**src/rtl/ex_operand_stage.sv**
```systemverilog
// ex_operand_stage: ID/EX pipeline slot and ALU operand select.
// Holds one decoded instruction and drives the ALU a/b/op inputs.
// It also detects load-use hazards, honours EX back-pressure and
// squashes the slot on a branch flush.
// Build option EX_FWD_EN:
//   - defined: EX/MEM and MEM/WB results are forwarded into the operands.
//   - undefined: operands come only from latched register-file data, and
//     decode stalls on any pending writer of one of its sources.
module ex_operand_stage #(
    parameter int REG_BITS = 4,
    parameter int DATA_W   = 16
) (
    input  logic                clk,
    input  logic                reset,
    input  logic                id_valid,
    input  logic [REG_BITS-1:0] id_rs1,
    input  logic [REG_BITS-1:0] id_rs2,
    input  logic [DATA_W-1:0]   id_rs1_data,
    input  logic [DATA_W-1:0]   id_rs2_data,
    input  logic [DATA_W-1:0]   id_imm,
    input  logic                id_use_imm,
    input  logic [3:0]          id_alu_op,
    input  logic [REG_BITS-1:0] id_rd,
    input  logic                id_reg_we,
    input  logic                id_is_load,
    output logic                id_stall,
    input  logic                ex_ready,
    input  logic                flush,
    input  logic [REG_BITS-1:0] exmem_rd,
    input  logic [REG_BITS-1:0] memwb_rd,
    input  logic                exmem_we,
    input  logic                memwb_we,
    input  logic [DATA_W-1:0]   exmem_data,
    input  logic [DATA_W-1:0]   memwb_data,
    input  logic                exmem_is_load,
    output logic                ex_valid,
    output logic [DATA_W-1:0]   ex_a,
    output logic [DATA_W-1:0]   ex_b,
    output logic [3:0]          ex_op,
    output logic [DATA_W-1:0]   ex_store_data,
    output logic [REG_BITS-1:0] ex_rd,
    output logic                ex_reg_we,
    output logic                ex_is_load
);

    logic                slot_valid;
    logic [REG_BITS-1:0] slot_rs1;
    logic [REG_BITS-1:0] slot_rs2;
    logic [DATA_W-1:0]   slot_rs1_data;
    logic [DATA_W-1:0]   slot_rs2_data;
    logic [DATA_W-1:0]   slot_imm;
    logic                slot_use_imm;
    logic [3:0]          slot_op;
    logic [REG_BITS-1:0] slot_rd;
    logic                slot_we;
    logic                slot_is_load;

    logic                load_use;
    logic                raw_hazard;
    logic                accept;
    logic [DATA_W-1:0]   rs1_value;
    logic [DATA_W-1:0]   rs2_value;
    logic                unused_inputs;

    // Load-use: a load sits in the slot and decode wants its result now
    always_comb begin
        load_use = 1'b0;
        if (slot_valid && slot_is_load && (slot_rd != '0) && id_valid &&
            ((slot_rd == id_rs1) || (slot_rd == id_rs2))) begin
            load_use = 1'b1;
        end else begin
            load_use = 1'b0;
        end
    end

`ifdef EX_FWD_EN
    // Youngest matching writer wins; r0 is hard-wired to zero.
    function automatic logic [DATA_W-1:0] fwd_value(
        input logic [REG_BITS-1:0] src,
        input logic [DATA_W-1:0]   latched,
        input logic                e_we,
        input logic [REG_BITS-1:0] e_rd,
        input logic [DATA_W-1:0]   e_data,
        input logic                m_we,
        input logic [REG_BITS-1:0] m_rd,
        input logic [DATA_W-1:0]   m_data
    );
        logic [DATA_W-1:0] value;
        if (src == '0) begin
            value = '0;
        end else if (e_we && (e_rd == src)) begin
            value = e_data;
        end else if (m_we && (m_rd == src)) begin
            value = m_data;
        end else begin
            value = latched;
        end
        return value;
    endfunction

    // With forwarding present, only load-use hazards stall decode.
    assign raw_hazard = 1'b0;
    // The load-use stall keeps a dependent instruction out of the slot while
    // its producer load is in EX/MEM, so exmem_is_load needs no extra gating.
    assign unused_inputs = exmem_is_load;

    // Operand forwarding from the two downstream stages
    always_comb begin
        rs1_value = fwd_value(slot_rs1, slot_rs1_data, exmem_we, exmem_rd,
                              exmem_data, memwb_we, memwb_rd, memwb_data);
        rs2_value = fwd_value(slot_rs2, slot_rs2_data, exmem_we, exmem_rd,
                              exmem_data, memwb_we, memwb_rd, memwb_data);
    end
`else
    // True when a non-zero source has a pending writer anywhere downstream.
    function automatic logic dest_hit(
        input logic [REG_BITS-1:0] src,
        input logic                s_we,
        input logic [REG_BITS-1:0] s_rd,
        input logic                e_we,
        input logic [REG_BITS-1:0] e_rd,
        input logic                m_we,
        input logic [REG_BITS-1:0] m_rd
    );
        logic hit;
        if (src == '0) begin
            hit = 1'b0;
        end else begin
            hit = (s_we && (s_rd == src)) || (e_we && (e_rd == src)) ||
                  (m_we && (m_rd == src));
        end
        return hit;
    endfunction

    // Without forwarding, decode waits until every pending writer has retired
    always_comb begin
        raw_hazard = 1'b0;
        if (id_valid &&
            (dest_hit(id_rs1, slot_valid & slot_we, slot_rd, exmem_we, exmem_rd,
                      memwb_we, memwb_rd) ||
             dest_hit(id_rs2, slot_valid & slot_we, slot_rd, exmem_we, exmem_rd,
                      memwb_we, memwb_rd))) begin
            raw_hazard = 1'b1;
        end else begin
            raw_hazard = 1'b0;
        end
    end

    // Downstream results are never used as operands in this build.
    assign unused_inputs = ^{exmem_data, memwb_data, exmem_is_load};

    // Operands straight from the latched register-file data, r0 reads zero
    always_comb begin
        rs1_value = (slot_rs1 == '0) ? '0 : slot_rs1_data;
        rs2_value = (slot_rs2 == '0) ? '0 : slot_rs2_data;
    end
`endif

    assign id_stall = ~ex_ready | load_use | raw_hazard;
    assign accept   = id_valid & ~id_stall & ~flush;

    // Pipeline slot: capture on ex_ready, hold otherwise; flush always squashes
    always_ff @(posedge clk or posedge reset) begin
        if (reset) begin
            slot_valid    <= 1'b0;
            slot_rs1      <= '0;
            slot_rs2      <= '0;
            slot_rs1_data <= '0;
            slot_rs2_data <= '0;
            slot_imm      <= '0;
            slot_use_imm  <= 1'b0;
            slot_op       <= 4'd0;
            slot_rd       <= '0;
            slot_we       <= 1'b0;
            slot_is_load  <= 1'b0;
        end else begin
            if (ex_ready) begin
                slot_rs1      <= id_rs1;
                slot_rs2      <= id_rs2;
                slot_rs1_data <= id_rs1_data;
                slot_rs2_data <= id_rs2_data;
                slot_imm      <= id_imm;
                slot_use_imm  <= id_use_imm;
                slot_rd       <= id_rd;
            end
            // accept is already low under flush, so this also loads the bubble
            if (ex_ready || flush) begin
                slot_valid   <= accept;
                slot_op      <= accept ? id_alu_op : 4'd0;
                slot_we      <= accept & id_reg_we;
                slot_is_load <= accept & id_is_load;
            end
        end
    end

    assign ex_valid      = slot_valid;
    assign ex_op         = slot_valid ? slot_op : 4'd0;
    assign ex_reg_we     = slot_valid & slot_we;
    assign ex_is_load    = slot_valid & slot_is_load;
    assign ex_rd         = slot_rd;
    assign ex_a          = rs1_value;
    assign ex_store_data = rs2_value;
    assign ex_b          = slot_use_imm ? slot_imm : rs2_value;

endmodule

```
**config.mk**
```make
export PLATFORM = sky130hd
export DESIGN_NAME = ex_operand_stage
export DESIGN_NICKNAME = d
export VERILOG_FILES = /design/src/rtl/ex_operand_stage.sv
export SDC_FILE = /design/constraint.sdc
export NUM_CORES = 1
export LEC_CHECK = 0
export BUFFER_PORTS_ARGS = -buffer_cell sky130_fd_sc_hd__buf_2
export CORE_ASPECT_RATIO = 0.7
export CORE_MARGIN = 2
export CORE_UTILIZATION = 49
export DETAILED_ROUTE_END_ITERATION = 10
export PLACE_DENSITY_LB_ADDON = 0.2
export SLEW_MARGIN = 30
export SYNTH_ARGS = -nofsm -noshare
export SYNTH_HDL_FRONTEND = slang
export SYNTH_SLANG_ARGS = --single-unit
```
**constraint.sdc**
```tcl
create_clock -name clk -period 5 [get_ports clk]
set_clock_uncertainty 0.15 [all_clocks]
set_input_delay 1.25 -clock clk [delete_from_list [all_inputs] [get_ports clk]]
set_output_delay 1.25 -clock clk [all_outputs]
set_load 0.005 [all_outputs]
```
Yosys cells after proc, flatten, opt, wreduce, memory -nomap -nowiden:

Cells that the tools add are included.

* register bits: 68
* logic and storage cells: 60
* input bits: 115
* output and inout bits: 60

* eq/ne operators: 6
* bitwise gates (word level): 11
* reductions and logical operators: 23
* mux-type cells: 9

Operator list (number)
* 16-bit two-way mux: 3
* 4-bit == test: 6
* 4-bit logical NOT: 4
* 1-bit logical AND: 11
* 4-bit two-way mux: 2
* 1-bit logical OR: 7
* 1-bit AND: 6
* 1-bit two-way mux: 4
* 4-bit nonzero test: 1
* 1-bit NOT: 3
* 1-bit bitwise OR: 2

Longest topological paths before layout:

* depth after elaboration: 13
* gate-level depth with buffers: 7
* gate-level depth less buffers: 5

Least setup slack after synthesis:

No wires, ideal clock.

* path kind: in2out
* start: in id_rs2[1]
* end: out id_stall
* data required time: 3600 ps
* slack: 815 ps
* arrival time: 2785 ps
* path buffers: 2
* stages: 7
* cell sequence: buf_6 > or3_4 > a21oi_2 > o32ai_1 > or4_4 > buf_6 > a21o_1

* word-level cells in the longest chain between the ends: 9
* elaborated cells on any way between the ends: 18
* those cells by class: eq/ne: 3; mux: 3; bitwise: 2; reduce/logical: 10

RTL lines
* from (decl): RTL line 17 `input logic [REG_BITS-1:0] id_rs2,`
* 4-bit == test, on equally long branches: RTL line 69, 129
* 1-bit logical AND: RTL line 129 `hit = (s_we && (s_rd == src)) || (e_we && (e_rd == src)) ||`
* 1-bit logical OR (2 in a row): RTL line 129
* 1-bit two-way mux: RTL line 126 `if (src == '0) begin`
* 1-bit logical OR: RTL line 140 `memwb_we, memwb_rd) ||`
* 1-bit logical AND: RTL line 138 `if (id_valid &&`
* 1-bit two-way mux: RTL line 138
* 1-bit bitwise OR (*): RTL line 159 `assign id_stall = ~ex_ready | load_use | raw_hazard;`
* to (decl): RTL line 26 `output logic id_stall,`

Mark *: on every way between the ends. The rest lies on a longest branch, timed or not.

Final worst setup path:

* start: in id_rs1[0]
* end: out id_stall

* word-level cells in the longest chain between the ends: 9
* elaborated cells on any way between the ends: 18
* those cells by class: eq/ne: 3; mux: 3; bitwise: 2; reduce/logical: 10

RTL lines
* from (decl): RTL line 16 `input logic [REG_BITS-1:0] id_rs1,`
* 4-bit == test, on equally long branches: RTL line 69, 129
* 1-bit logical AND: RTL line 129
* 1-bit logical OR (2 in a row): RTL line 129
* 1-bit two-way mux: RTL line 126
* 1-bit logical OR: RTL line 140
* 1-bit logical AND: RTL line 138
* 1-bit two-way mux: RTL line 138
* 1-bit bitwise OR (*): RTL line 159

Marked as above.

==> impl_metrics.toml <==
[outcome]
run_status = "complete, no violations"

[placement]
dp_hpwl_um = 5330
place_inst = 499
gp_congestion = 0.818
io_buffers = 141

[synth]
synth_top_cell_by_area = "dfrtp_1"
ys.flop_type = "dfrtp_1"
post_synth.cell_area_avg_sq_um = 12.4
syn_area_sq_um = 3420
synth_top_area_share = 0.497
syn_nets = 391
synth_most_common_cell = "mux2_2"
synthArstFlopShare = 1.00
yosys_warnings = 0
syn_inst = 276
ys_seq_area_frac = 0.497
synth_edf_count = 0
ys_types = 28
ys_ff_latch = 68
synth_common_cells = "mux2_2, dfrtp_1, and2_1"
yosys-top-cells-area = "dfrtp_1, mux2_2, xnor2_1"

[drt]
remaining_drc_errors = 0
drtAntennaViolNets = 0
drtIter0Drc = 109
dr_total_vias = 2531
first_pass_iters = 4
wl_per_cell_um = 14.2
via_per_inst = 4.91
wirelength_um = 7320

[clock_network]
cts_root_buf = "clkbuf_8"
clk_latency_ps = 340
cts_sinks = 68
cts_buffers = 9
clockBufferDepth = 2
clkTransAtPathRegs_ps = 70
cts_setup_buffers = 0
postCtsHoldBufs = 0
cts-resized-gates = 0
htree_levels = 3
cts_tree = "built"

[global_routing]
antenna_found_initial = 0
grt_max_degree = 64
overflow = 0
grt_pass1_wl_um = 11600
grt_usage = 0.193
grt_pass1_vias = 2350

[sta]
rsz0062_at_grt = "false"
setup_viol = 0
min_period_over_period = 0.880
fin_tns_setup_ps = 0
min_period_ps = 4400
hold_viol_final = 0
tightest_slew_ps = 793
drv_slew = 0
max_freq_mhz = 227
max_slew_margin = 0.472
hold_ws_ps = 328

[setup_path]
endpoint_kind = "output pin"
crit_chain = "buf_2, or3_1, a21oi_1, o22ai_1, or4_4, a21o_1, buf_2"
required_ps = 3600
worstPathMaxFanout = 8
critPathSlowestCell = "or4_4"
max_stage_delay_ps = 610
path_common_cell = "buf_2"
critical_path_class = "in -> out"
arrival_ps = 3000
start_kind = "input pin"

[cells_and_area]
n_fill_cell = 574
n_antenna_cell = 0
final_cells = 515
drive_gt1_frac = 0.577
final_util = 0.657
synthToLayoutAreaGrowth_pct = 29.7
nets = 531

[die]
dieArea_sq_um = 7680
start_util = 0.506
die_x_um = 104
ios = 175
core_sq_um = 6760
rows = 25
die_h_um = 73.9

[hold_path]
hp-class = "reg -> reg"

[power]
total_power_w = 0.00146
ir_worst_vdd_uv = 194
power_leakage_nw = 2.10
power_density_nw_per_um2 = 328

[flow_run]
maxCapViolCount = 0
-- registers in the layout, summed over array words and instances, names as in the netlist --
name	flops
slot_rs1_data	16
ex_valid	1
slot_use_imm	1
slot_imm	16
slot_is_load	1
slot_rs2	4
slot_rs1	4
slot_op	4
slot_we	1
ex_rd	4
slot_rs2_data	16
-- final timing paths --
kind                                 start                to  slack [ps]  cells after the start
worst max-delay path             id_rs1[0]          id_stall         600                      7
worst min-delay path            slot_op[0]        slot_op[0]         330                      2
worst max register to register    ex_rd[1]      slot_is_load        2960                      4
worst min register to register  slot_op[0]        slot_op[0]         330                      2
max in group asynchronous            reset          ex_rd[3]        3050                      3
min in group asynchronous            reset  slot_rs1_data[8]         860                      2
-- power breakdown --
group | switching [W] | internal, W
sequential | 0.0000329 | 0.000601
combinational | 0.000113 | 0.000156
clock | 0.000207 | 0.000345
-- worst max-delay path: cells and delay by family --
kind	cells	cell delay [ps]
AO/OA/AOI/OAI	3	450
AND/OR/NAND/NOR	2	1040
buffers and inverters	2	260
-- layout make-up --
class | count | area (sq um) | share of cell area
flip-flops and latches | 68 | 1700 | 0.383
multi-input cells | 185 | 1610 | 0.363
repair buffers | 144 | 728 | 0.164
clock buffers | 10 | 138 | 0.0310
well taps | 94 | 118 | 0.0265
clock inverters | 6 | 111 | 0.0251
inverters | 8 | 31.3 | 0.00705
-- stage by stage --
| stage | instance area [sq um] | worst slack (ps) |
|---|---|---|
| final | 4440 | 600 |
| after global routing | 4440 | 542 |
| after global placement | 4190 | 616 |
| after detailed placement | 4190 | 620 |
| after floorplan | 3420 | 815 |
| after CTS | 4440 | 621 |
-- per-layer routing --
layer / up-vias / share of wire / GRT usage / wire [um]
li1: 1236 / - / - / -
met1: 1191 / 0.47 / 0.266 / 3420
met2: 98 / 0.44 / 0.288 / 3200
met3: 6 / 0.088 / 0.0754 / 646
met4: 0 / 0.0078 / 0.0541 / 57
met5: - / 0 / 0 / 0
-- cell families after synthesis --
kind of cell              synth area share
muxes                                0.253
and+or+nand+nor                      0.125
DFF                                  0.497
buffers and inverters               0.0340
xor gates and xnor gates            0.0512
AOI/OAI and AO/OA                   0.0395
-- cell usage in the layout, fill, tap and decap left out, types with 2 or more instances in the layout --
cell | netlist | routed
buf_2 | 0 | 141
mux2_2 | 71 | 71
dfrtp_1 | 68 | 68
and2_1 | 23 | 23
xnor2_1 | 20 | 20
nor2b_1 | 16 | 16
nand2_1 | 11 | 11
clkbuf_8 | 0 | 10
inv_1 | 8 | 7
mux2_1 | 6 | 6
nand4_1 | 6 | 6
nor2_1 | 6 | 6
o31ai_2 | 6 | 6
a21oi_1 | 3 | 3
bufinv_16 | 0 | 3
buf_4 | 0 | 3
or3_1 | 2 | 2
nor3_1 | 2 | 2
clkinv_2 | 0 | 2
Note: power is estimated with default switching activity, not from simulation.
